--- config.mk ---
export PLATFORM = sky130hd
export DESIGN_NAME = ita_scroll14
export DESIGN_NICKNAME = d
export VERILOG_FILES = /design/src/rtl/ita_disp_pkg.sv /design/src/rtl/ita_font14.sv /design/src/rtl/ita_scroll14.sv
export SDC_FILE = /design/constraint.sdc
export NUM_CORES = 1
export LEC_CHECK = 0
export CAP_MARGIN = 40
export CORE_MARGIN = 4
export CORE_UTILIZATION = 33
export CTS_BUF_LIST = sky130_fd_sc_hd__clkbuf_16
export CTS_CLUSTER_SIZE = 30
export DETAILED_ROUTE_END_ITERATION = 8
export PLACE_DENSITY = 0.59
export SLEW_MARGIN = 10
export SYNTH_ARGS = -nofsm -noshare
export SYNTH_HDL_FRONTEND = slang
export SYNTH_HIERARCHICAL = 1
export SYNTH_SLANG_ARGS = --single-unit
--- constraint.sdc ---
create_clock -name clk -period 11.52 [get_ports clk]
set_input_delay 2.304 -clock clk [delete_from_list [all_inputs] [get_ports clk]]
set_output_delay 2.304 -clock clk [all_outputs]
set_load 0.01 [all_outputs]
--- src/rtl/ita_disp_pkg.sv ---
// Shared character codes, segment constants and FSM state encoding for the
// ita_scroll14 14-segment scrolling display driver.
package ita_disp_pkg;

    // Character codes: SPACE=0, A..Z=1..26, '0'..'9'=27..36, 37..63 blank.
    localparam logic [5:0] CH_SPACE  = 6'd0;
    localparam logic [5:0] CH_A      = 6'd1;
    localparam logic [5:0] CH_Z      = 6'd26;
    localparam logic [5:0] CH_DIGIT0 = 6'd27;
    localparam logic [5:0] CH_DIGIT9 = 6'd36;

    // Segment order, bit13..bit0: a b c d e f g1 g2 h i j k l m.
    localparam logic [13:0] SEG_BLANK = 14'b00000000000000;
    localparam logic [13:0] SEG_A     = 14'b11101111000000;
    localparam logic [13:0] SEG_P     = 14'b11001111000000;
    localparam logic [13:0] SEG_T     = 14'b10000000010010;

    typedef logic [0:0] state_t;
    localparam state_t IDLE = 1'b0;
    localparam state_t RUN  = 1'b1;

endpackage

--- src/rtl/ita_font14.sv ---
// Combinational character-code to 14-segment pattern ROM.
module ita_font14
    import ita_disp_pkg::*;
(
    input  logic [5:0]  code,
    output logic [13:0] seg
);

    always_comb begin
        seg = SEG_BLANK;
        case (code)
            6'd1:  seg = SEG_A;
            6'd2:  seg = 14'b11110001010010;
            6'd3:  seg = 14'b10011100000000;
            6'd4:  seg = 14'b11110000010010;
            6'd5:  seg = 14'b10011110000000;
            6'd6:  seg = 14'b10001110000000;
            6'd7:  seg = 14'b10111101000000;
            6'd8:  seg = 14'b01101111000000;
            6'd9:  seg = 14'b10010000010010;
            6'd10: seg = 14'b01111000000000;
            6'd11: seg = 14'b00001110001100;
            6'd12: seg = 14'b00011100000000;
            6'd13: seg = 14'b01101100101000;
            6'd14: seg = 14'b01101100100100;
            6'd15: seg = 14'b11111100000000;
            6'd16: seg = SEG_P;
            6'd17: seg = 14'b11111100000100;
            6'd18: seg = 14'b11001111000100;
            6'd19: seg = 14'b10110111000000;
            6'd20: seg = SEG_T;
            6'd21: seg = 14'b01111100000000;
            6'd22: seg = 14'b00001100001001;
            6'd23: seg = 14'b01101100000101;
            6'd24: seg = 14'b00000000101101;
            6'd25: seg = 14'b00000000101010;
            6'd26: seg = 14'b10010000001001;
            6'd27: seg = 14'b11111100001001;
            6'd28: seg = 14'b01100000001000;
            6'd29: seg = 14'b11011011000000;
            6'd30: seg = 14'b11110001000000;
            6'd31: seg = 14'b01100111000000;
            6'd32: seg = 14'b10110111000000;
            6'd33: seg = 14'b10111111000000;
            6'd34: seg = 14'b11100000000000;
            6'd35: seg = 14'b11111111000000;
            6'd36: seg = 14'b11110111000000;
            default: seg = SEG_BLANK;
        endcase
    end

endmodule

--- src/rtl/ita_scroll14.sv ---
// Multiplexed 14-segment driver with writable message buffer and scrolling window.
// Optional blink feature (blink input, BLINK_FRAMES) enabled by ITA_SCROLL_BLINK_EN.
module ita_scroll14
    import ita_disp_pkg::*;
#(
    parameter int N_DIGITS      = 12,
    parameter int MSG_LEN       = 32,
    parameter int REFRESH_DIV   = 1,
    parameter int SCROLL_FRAMES = 64
`ifdef ITA_SCROLL_BLINK_EN
    ,
    parameter int BLINK_FRAMES  = 32
`endif
)(
    input  logic                       clk,
    input  logic                       rst,
    input  logic                       en,
    input  logic                       scroll_en,
    input  logic [$clog2(MSG_LEN):0]   msg_len,
    input  logic                       wr_en,
    input  logic [$clog2(MSG_LEN)-1:0] wr_addr,
    input  logic [5:0]                 wr_char,
`ifdef ITA_SCROLL_BLINK_EN
    input  logic                       blink,
`endif
    output logic [N_DIGITS-1:0]        sel,
    output logic [13:0]                segm
);

    localparam int AW = $clog2(MSG_LEN);
    localparam int LW = AW + 1;
    localparam int IW = $clog2(N_DIGITS);
    localparam int PW = (REFRESH_DIV > 1) ? $clog2(REFRESH_DIV) : 1;
    localparam int FW = (SCROLL_FRAMES > 1) ? $clog2(SCROLL_FRAMES) : 1;

    state_t        state;
    logic [PW-1:0] pre;
    logic [IW-1:0] idx;
    logic [AW-1:0] ptr, off;
    logic [FW-1:0] fcnt;
    logic [5:0]    mem [MSG_LEN];

    logic [LW-1:0] eff_len, ptr_p1, off_p1;
    logic [AW-1:0] ptr_s, off_s, ptr_inc, off_next;
    logic          tick, frame_end, scroll_step, blank;
    logic [13:0]   font_seg;

    // Out-of-range ptr/offset (after msg_len shrinks) are treated as 0 on use.
    assign eff_len     = (msg_len == '0 || msg_len > LW'(MSG_LEN)) ? LW'(MSG_LEN) : msg_len;
    assign ptr_s       = ({1'b0, ptr} >= eff_len) ? '0 : ptr;
    assign off_s       = ({1'b0, off} >= eff_len) ? '0 : off;
    assign ptr_p1      = {1'b0, ptr_s} + LW'(1);
    assign off_p1      = {1'b0, off_s} + LW'(1);
    assign ptr_inc     = (ptr_p1 == eff_len) ? '0 : AW'(ptr_p1);
    assign tick        = (state == RUN) && en && (pre == PW'(REFRESH_DIV - 1));
    assign frame_end   = tick && (idx == IW'(N_DIGITS - 1));
    assign scroll_step = scroll_en && (fcnt == FW'(SCROLL_FRAMES - 1));
    assign off_next    = scroll_step ? ((off_p1 == eff_len) ? '0 : AW'(off_p1)) : off_s;

    ita_font14 u_font (
        .code (mem[ptr_s]),
        .seg  (font_seg)
    );

`ifdef ITA_SCROLL_BLINK_EN
    localparam int BW = (BLINK_FRAMES > 1) ? $clog2(BLINK_FRAMES) : 1;
    logic [BW-1:0] bcnt;
    logic          phase;

    always_ff @(posedge clk or posedge rst) begin
        if (rst) begin
            bcnt  <= '0;
            phase <= 1'b0;
        end else if (!blink) begin
            bcnt  <= '0;
            phase <= 1'b0;
        end else if (frame_end) begin
            if (bcnt == BW'(BLINK_FRAMES - 1)) begin
                bcnt  <= '0;
                phase <= ~phase;
            end else begin
                bcnt <= bcnt + BW'(1);
            end
        end
    end

    assign blank = blink && phase;
`else
    assign blank = 1'b0;
`endif

    // Writes land at the clock edge, so a same-cycle display read sees the old char.
    always_ff @(posedge clk or posedge rst) begin
        if (rst) begin
            for (int i = 0; i < MSG_LEN; i++) mem[i] <= CH_SPACE;
        end else if (wr_en) begin
            mem[wr_addr] <= wr_char;
        end
    end

    always_ff @(posedge clk or posedge rst) begin
        if (rst) begin
            state <= IDLE;
            pre   <= '0;
            idx   <= '0;
            ptr   <= '0;
            off   <= '0;
            fcnt  <= '0;
            sel   <= '0;
            segm  <= '0;
        end else begin
            case (state)
                IDLE: begin
                    sel  <= '0;
                    segm <= '0;
                    pre  <= '0;
                    if (en) state <= RUN;
                end
                default: begin
                    if (!en) begin
                        state <= IDLE;
                        sel   <= '0;
                        segm  <= '0;
                    end else if (tick) begin
                        pre  <= '0;
                        sel  <= N_DIGITS'(1) << idx;
                        segm <= blank ? SEG_BLANK : font_seg;
                        if (frame_end) begin
                            idx <= '0;
                            ptr <= off_next;
                            off <= off_next;
                            if (scroll_en) fcnt <= scroll_step ? '0 : fcnt + FW'(1);
                        end else begin
                            idx <= idx + IW'(1);
                            ptr <= ptr_inc;
                        end
                    end else begin
                        pre <= pre + PW'(1);
                    end
                end
            endcase
        end
    end

endmodule
Yosys cells after proc, flatten, opt, wreduce, memory -nomap -nowiden
Memory sizes are Yosys's and may differ from the RTL's.
Cells that the tools add are included.
Operators by class
  add/subtract/negate cells: 5
  $mul: 0
  divide/modulo/power cells: 0
  magnitude comparators: 6
  equal/unequal tests: 6
  shifts and indexed selects: 1
  muxes and demuxes: 25
  bitwise operators: 3
  reductions and logical operators: 10
Operators by type and width (count)
  bitwise mux 192 bit: 1
  two-way mux 14 bit: 3
  two-way mux 12 bit: 3
  binary-select mux 6 bit (select 5 bit): 1
  demux 6 bit (select 5 bit): 1
  two-way mux 5 bit: 6
  two-way mux 6 bit: 5
  adder 5 x 1 -> 6 bit, second input constant: 2
  == test 6 bit: 2
  >= comparator 5 x 6 -> 1 bit: 2
  >= comparator 6 bit, second input constant: 2
  inverter 5 -> 6 bit: 2
  << shifter 1 x 4 -> 12 bit, first input constant: 1
  adder 6 x 1 -> 6 bit, second input constant: 1
  == test 6 bit, second input constant: 1
  > comparator 6 bit, second input constant: 1
  zero test 6 bit: 1
  less-than comparator 6 x 1 -> 1 bit, second input constant: 1
  logical AND 1 bit: 5
  AND reduction 5 bit: 1
  adder 4 x 1 -> 4 bit, second input constant: 1
  == test 4 bit, second input constant: 1
  two-way mux 1 bit: 4
  two-way mux 4 bit: 1
  other kinds (7): 7
Word-level totals
  flip-flop bits (word level): 240
  latch bits: 0
  memory bits (writable): 0
  bits in read-only memories: 896
  input port bits: 22
  output and inout port bits: 26
  word-level logic and storage cells: 97
  memories: 1
Memory list
  (no name shown): words 64, width 14, read ports 1, clocked after memory_dff 0, wr ports 0, line ita_font14.sv:11  | case (code)

Longest topological paths before layout
Gate-level depths: netlist of the first run.
An unclocked memory read counts as a cell.
  word-level depth: 13
  mapped depth: 21
  depth with buffers taken out: 18

Cells and area by module
Netlist of the first run, hierarchy kept.
By module, submodules not included
  ita_scroll14: instances 1, cells an instance 944, area an instance 11756.3 sq um, seq. area each 6005.8 sq um
  ita_font14: instances 1, cells an instance 116, area an instance 716.9 sq um, seq. area each 0.0 sq um

Worst setup path before layout of the first run
OpenSTA, ideal clock, no wires.
  kind: input to register
  from: input msg_len[5]
  to: register segm[11]
  library setup time: 0.121 ns
  data arrival time: 6.335 ns
  required time: 11.399 ns
  setup slack: 5.064 ns
  cell stages on the path: 20
  path buffers: 2
  cells stage by stage: nand2b_1 -> inv_1 -> ha_1 -> nand2b_1 -> a2111o_1 -> a31o_4 -> nand2_1 -> buf_2 -> buf_2 -> nand3_1 -> nand2_1 -> o221ai_1 -> nor3_1 -> inv_1 -> ha_1 -> nor2b_1 -> nand2b_1 -> o311ai_0 -> o21ai_0 -> a22o_1
On the way
  word-level cells in the longest chain between the ends: 13
  elaborated cells on any way between the ends: 14
  those cells by class: order compare (2); mux (8); bitwise (1); reduce/logical (2); memory (1)
Ends and longest elaborated chain
  start, declared: line ita_scroll14.sv:19  | input logic [$clog2(MSG_LEN):0] msg_len,
  > comparator 6 bit / zero test 6 bit (equally long branches): line ita_scroll14.sv:49  | assign eff_len = (msg_len == '0 || msg_len > LW'(MSG_LEN)) ? LW'(MSG_LEN) : msg_len;
  logical OR 1 bit: line ita_scroll14.sv:49
  two-way mux 6 bit (*): line ita_scroll14.sv:49
  >= comparator 5 x 6 -> 1 bit (*): line ita_scroll14.sv:50  | assign ptr_s = ({1'b0, ptr} >= eff_len) ? '0 : ptr;
  two-way mux 5 bit (*): line ita_scroll14.sv:50
  inverter 5 -> 6 bit (implied by the code) (*): line ita_scroll14.sv:61  | .code (mem[ptr_s]),
  binary-select mux 6 bit (select 5 bit) (*): line ita_scroll14.sv:61
  two-way mux 6 bit (implied by the code) (*) (2 in series): line ita_scroll14.sv:61
  memory (64 x 14 bit) (*)
  named net font_seg[11]: line ita_scroll14.sv:46  | logic [13:0] font_seg;
  two-way mux 14 bit (*): line ita_scroll14.sv:124  | end else if (tick) begin
  two-way mux 14 bit (*): line ita_scroll14.sv:120  | if (!en) begin
  two-way mux 14 bit (*): line ita_scroll14.sv:112  | case (state)
  end signal, assigned: line ita_scroll14.sv:127  | segm <= blank ? SEG_BLANK : font_seg;
  end, declared: line ita_scroll14.sv:27  | output logic [13:0] segm
Mark *: on every way through the listed nets, which the timed path passes. The rest lies on a longest branch. The select of a mux whose other input is x is not followed.
A chain may end at the register's enable or synchronous reset.

Worst setup path in the final report of the first run
  from: input msg_len[5]
  to: register segm[12]
Same word-level chain as after synthesis.

==> flow_summary.yaml, run 1 <==
yosys:
  synth-async-reset-ratio_pct: 100
  yosys_warnings: 6
  synth_seq_cells: 240
  synth_top_area_cell: "dfrtp_1"
  syn_inst: 1060
  yosysSeqAreaShare_pct: 48.1
  ys_types: 72
  synth_top_area_share_pct: 48.1
  synthFlopType: "dfrtp_1"
  synthTopCellsByArea: "dfrtp_1, mux2_2, mux4_2, ha_1, nand2_1"
  synthesis.area_mm2: 0.0125
  synth_fp_nets: 1107
  postSynthAreaPerCell_um2: 11.8
  synth_edf_count: 0
floorplanning:
  ios: 48
  rows: 70
  initial_core_util_pct: 33.7
  die_w_um: 202
  die_area_mm2: 0.0410
  core_mm2: 0.0370
  die_y_um: 202
worst_setup_path:
  crit_family: "simple AND/OR/NAND/NOR gates"
  worstSetupPathType: "in -> reg"
  rr_startpoint: "ptr[0]"
  reg2reg_depth: 20
  r2r_end: "segm[12]"
  critical-path-slowest-cell: "clkdlybuf4s50_1"
  crit_arrival_ns: 7.90
  worstSetupPathDepth: 20
  reg2reg_slack_ns: 5.47
  cp_num_buf_inv: 4
  worstSetupEndpointType: "register"
  path_cells: "clkdlybuf4s50_1 > nand2b_1 > inv_1 > ha_1 > nand2b_1 > a2111o_1 > a31o_4 > nand2_1 > nand2_1 > or3_1 > o221ai_1 > nor3_1 > buf_2 > inv_1 > ha_1 > nor2b_1 > or3b_1 > o21a_1 > a221o_1 > a22o_1"
  critPathLaunch: "msg_len[5]"
  cp-start-kind: "primary input"
  crit_fanout: 22
  cpPeakStageDelay_ns: 0.59
  required_ns: 11.95
sta:
  min_period_ns: 7.48
  clock_skew_ns: 0.0184
  slew_viol_final: 0
  rsz0062_at_grt: "no"
  final.setup.tns_ns: 0
  hold_viol: 0
  tightest_slew_ns: 0.807
  setup_viol_count_final: 0
  clock.fmax_mhz: 134
  fin_crit_sh_pct: 64.9
  slew_headroom_pct: 46.1
placement:
  dpl-instance-area_mm2: 0.0136
  numPortBuffers: 47
  globalplace.congestion: 0.886
  detailed_place_hpwl_um: 20500
hold_path:
  hp-start: "fcnt[4]"
  min_to: "fcnt[4]"
  whs_path_depth: 1
  hp-class: "reg -> reg"
layout:
  final_cell_mix: "dfrtp_1, mux2_2, nand2_1"
  final_common_cell: "dfrtp_1"
  postLayoutCellArea_mm2: 0.0143
  antenna_cells: 0
  drive_above_1_share_pct: 27.4
  final_nets: 1140
  syn_to_final_growth_pct: 14.9
global_routing:
  first_global_vias: 8589
  grt-ovfl-total: 0
  met2_usage_pct: 22.8
  grt_max_degree: 106
  grtUsageTotal_pct: 15.1
  use_met3_pct: 2.92
  met1_usage_pct: 22.6
  antenna_found_initial: 0
  grt_pass1_wl_um: 50200
  grt.busiest_layer: "met2"
power_and_ir_drop:
  power.internal_mw: 2.11
  p_sw_mw: 1.37
  leakage_nw: 6.15
  p_seq_share_pct: 32.3
  power_frac_clock_pct: 21.8
  p_per_area_mw_per_mm2: 243
  max-vdd-ir-drop_uv: 130
  p_sw_share_pct: 39.3
  pwr-share-comb_pct: 45.9
clocking:
  hold_buffers: 0
  cts_setup_buffers: 0
  cts.clk_slew.worst_paths_ns: 0.06
  cts_resized: 0
  cts_sinks: 240
  cts_root_buffer: "clkbuf_16"
  clock_latency_ns: 0.55
  clock_path_buffers: 3
  htreeDepth: 1
  cts_tree: "built"
  cts_made_buffers: 25
detailed_routing:
  drc_errors: 0
  routed_via_density: 5.42
  wl_um: 31300
  ant_nets: 0
  drt_iter0_markers: 730
  wl_per_cell_um: 19.4
  drt_first_pass_iters: 7
  via_count: 8754
run:
  maxCapViolations: 0
outcome:
  status: "completed"
-- routing by layer --
| layer | part of all wire, % | wire length, um |
|---|---|---|
| met1 | 48 | 15000 |
| met2 | 44 | 13800 |
| met3 | 5.9 | 1860 |
| met4 | 2.1 | 646 |
| met5 | 0 | 0 |
-- metrics by stage --
step	setup slack, ns	utilization (%)	total power, mW	hold slack [ns]	cells
2_1_floorplan	2.63	-	2.29	0.439	1060
3_3_place_gp	3.45	36.5	2.71	0.460	1566
3_5_place_dp	3.54	36.7	2.72	0.462	1570
4_1_cts	4.09	38.8	3.49	0.474	1616
5_1_grt	3.65	38.8	3.72	0.482	1616
6_report	4.04	38.8	3.48	0.477	1616
-- state kept, by name (all words and copies together), names as in the netlist --
register	flops
off	5
fcnt	6
state	1
segm	14
pre	1
idx	4
mem	192
sel	12
ptr	5
-- cells in the mapped netlist, types with 11 or more instances --
cell type	instances
clkbuf_1	46
nor2_1	55
buf_2	11
mux4_2	24
nand2b_1	16
nand2_1	81
a21oi_1	45
o21ai_0	35
dfrtp_1	240
o22ai_1	13
nand3_1	22
ha_1	25
mux2_2	205
mux2i_1	20
nor3_1	13
inv_1	14
a22o_1	24
-- worst max-delay path by stage --
stage,endpoint,slack [ns]
after floorplan,fcnt[0],2.63
after global routing,segm[12],3.65
after CTS,segm[12],4.09
after global placement,segm[11],3.45
final,segm[12],4.04
after detailed placement,segm[12],3.54
-- final cells by class --
| type | count | area, um^2 |
|---|---|---|
| Timing Repair Buffer | 73 | 711 |
| Tap cell | 504 | 631 |
| Fill cell | 3583 | 22600 |
| Clock buffer | 25 | 626 |
| Clock inverter | 21 | 129 |
| Sequential cell | 240 | 6010 |
| Multi-Input combinational cell | 738 | 6160 |
| Inverter | 15 | 63.8 |
-- kinds of logic (layout without fill, tap and decap cells) --
| group | after synthesis | in the layout | synth area share [%] |
|---|---|---|---|
| buffers and inverters | 82 | 134 | 2.65 |
| multiplexers | 249 | 249 | 24.4 |
| XOR/XNOR | 16 | 16 | 1.12 |
| AND/OR/NAND/NOR | 248 | 248 | 9.85 |
| flip-flops | 240 | 240 | 48.1 |
| adder cells (fa/ha/maj) | 25 | 25 | 2.51 |
| AO/OA/AOI/OAI | 200 | 200 | 11.3 |
-- power groups by stage --
stage | Clock [mW] | Combinational (mW) | Sequential (mW)
3_3_place_gp | 0 | 1.57 | 1.13
6_report | 0.759 | 1.60 | 1.12
5_1_grt | 0.816 | 1.76 | 1.14
3_5_place_dp | 0 | 1.58 | 1.14
2_1_floorplan | 0 | 1.20 | 1.09
4_1_cts | 0.779 | 1.59 | 1.12
(Power assumes the default switching activity.)
==> inputs of run 2 (changes only) <==
==> constraint.sdc (replaced) <==
create_clock -name clk -period 7.6 [get_ports clk]
set_input_delay 1.52 -clock clk [delete_from_list [all_inputs] [get_ports clk]]
set_output_delay 1.52 -clock clk [all_outputs]
set_load 0.01 [all_outputs]
==> run 2 against run 1 <==
Net effect: worst hold slack gained 0.0049 ns; sequential power is 54% higher; largest cell class unchanged; wire length up 2.1%; sequential cell count stayed put; die area is the same; global-route usage grew 0.31 points; first-iteration DRC count up 1.2%; clock skew increased by 0.0069 ns; highest routed layer unchanged; combinational power grew 52%.
==> flow_summary.yaml, run 2 (synthesized netlist as in run 1, its figures left out) <==
outcome:
  status: "completed"
global_routing:
  grt-ovfl-total: 0
  grt_max_degree: 145
  first_global_vias: 8832
  grt_pass1_wl_um: 51300
  antenna_found_initial: 0
  grtUsageTotal_pct: 15.4
floorplanning:
  die_area_mm2: 0.0410
  initial_core_util_pct: 33.7
  die_w_um: 202
  die_y_um: 202
  rows: 70
  core_mm2: 0.0370
  ios: 48
detailed_routing:
  via_count: 8756
  wl_per_cell_um: 19.8
  ant_nets: 0
  drt_first_pass_iters: 5
  drc_errors: 0
  routed_via_density: 5.41
  wl_um: 31900
  drt_iter0_markers: 739
power_and_ir_drop:
  p_per_area_mw_per_mm2: 373
  max-vdd-ir-drop_uv: 235
  total_power_mw: 5.35
  leakage_nw: 6.15
worst_setup_path:
  crit_arrival_ns: 6.75
  crit_fanout: 11
  r2r_end: "segm[12]"
  worstSetupPathType: "in -> reg"
  worstSetupEndpointType: "register"
  reg2reg_slack_ns: 2.37
  reg2reg_depth: 18
  required_ns: 8.04
  rr_startpoint: "ptr[0]"
  cp-start-kind: "primary input"
clocking:
  htreeDepth: 1
  cts_root_buffer: "clkbuf_16"
  cts_made_buffers: 26
  cts_sinks: 240
  hold_buffers: 0
  clock_latency_ns: 0.56
  cts_tree: "built"
  cts_setup_buffers: 0
  cts.clk_slew.worst_paths_ns: 0.06
  cts_resized: 0
  clock_path_buffers: 3
layout:
  antenna_cells: 0
  final_cells: 1617
  final_common_cell: "dfrtp_1"
  final_nets: 1142
  final_cell_mix: "dfrtp_1, mux2_2, nand2_1"
  nFillCells: 3593
  drive_above_1_share_pct: 27.8
  top_regs: "mem (192), segm (14), sel (12)"
  utilization_pct: 38.8
  syn_to_final_growth_pct: 15.0
  top_register: "mem"
  largest_reg_flops: 192
sta:
  min_period_ns: 6.32
  tightest_slew_ns: 0.856
  fin_crit_sh_pct: 83.1
  clock_skew_ns: 0.0253
  holdWs_ns: 0.482
  clock.fmax_mhz: 158
  rsz0062_at_grt: "no"
  setup_viol_count_final: 0
  hold_viol: 0
  final.setup.tns_ns: 0
  slew_viol_final: 0
  slew_headroom_pct: 42.9
placement:
  numPortBuffers: 47
  place_inst: 1571
  globalplace.congestion: 0.902
  detailed_place_hpwl_um: 21400
hold_path:
  hp-class: "reg -> reg"
  whs_path_depth: 1
  hp-start: "fcnt[5]"
  min_to: "fcnt[5]"
run:
  maxCapViolations: 0
-- run 2: report_power, final --
part / internal [mW] / switching, mW
combinational: 1.07 / 1.38
sequential: 1.53 / 0.194
clock: 0.656 / 0.525
-- run 2: cell type report --
class                   instances  area [um^2]  share of cell area, %
clock buffers                  26          651                   4.53
clock inverters                20          139                  0.968
inverters                      15         60.1                  0.419
multi-input cells             738         6160                   43.0
flip-flops and latches        240         6010                   41.9
well taps                     504          631                   4.40
repair buffers                 74          693                   4.83
-- run 2: how the worst max path moves through the flow --
stage | startpoint | to | slack (ns) | cells after the start
after floorplan | msg_len[5] | segm[11] | 1.93 | 20
after global placement | msg_len[5] | segm[12] | 0.88 | 20
after detailed placement | msg_len[5] | segm[12] | 0.80 | 20
after CTS | msg_len[5] | segm[12] | 1.37 | 20
after global routing | msg_len[5] | segm[12] | 0.82 | 20
final | msg_len[5] | segm[12] | 1.28 | 20
-- run 2: critical path, stage by stage --
cell and delay (ns):
clkdlybuf4s50_1 0.58, nand2b_1 0.28, inv_1 0.12, ha_1 0.28, nand2b_1 0.14, a2111o_1 0.43
a31oi_1 0.43, nor2_1 0.25, nor3b_1 0.55, nand2_1 0.12, o22ai_1 0.14, a211oi_1 0.08
buf_4 0.19, inv_1 0.14, ha_1 0.30, nor2b_1 0.13, or3b_1 0.41, o21a_1 0.11
a221o_1 0.34, a22o_1 0.20
-- run 2: stage by stage --
stage / area [um^2] / setup slack (ns)
global placement: 13500 / 0.875
CTS: 14300 / 1.37
finish: 14300 / 1.28
detailed placement: 13600 / 0.801
global route: 14300 / 0.818
floorplan: 12500 / 1.93
-- run 2: per-layer routing --
metal	up-vias	GRT usage (%)	share of wire (%)
met1	4468	23.0	48
met3	50	3.29	5.7
met2	240	23.1	44
li1	3998	-	-
met4	0	3.35	2.0
met5	-	0	0
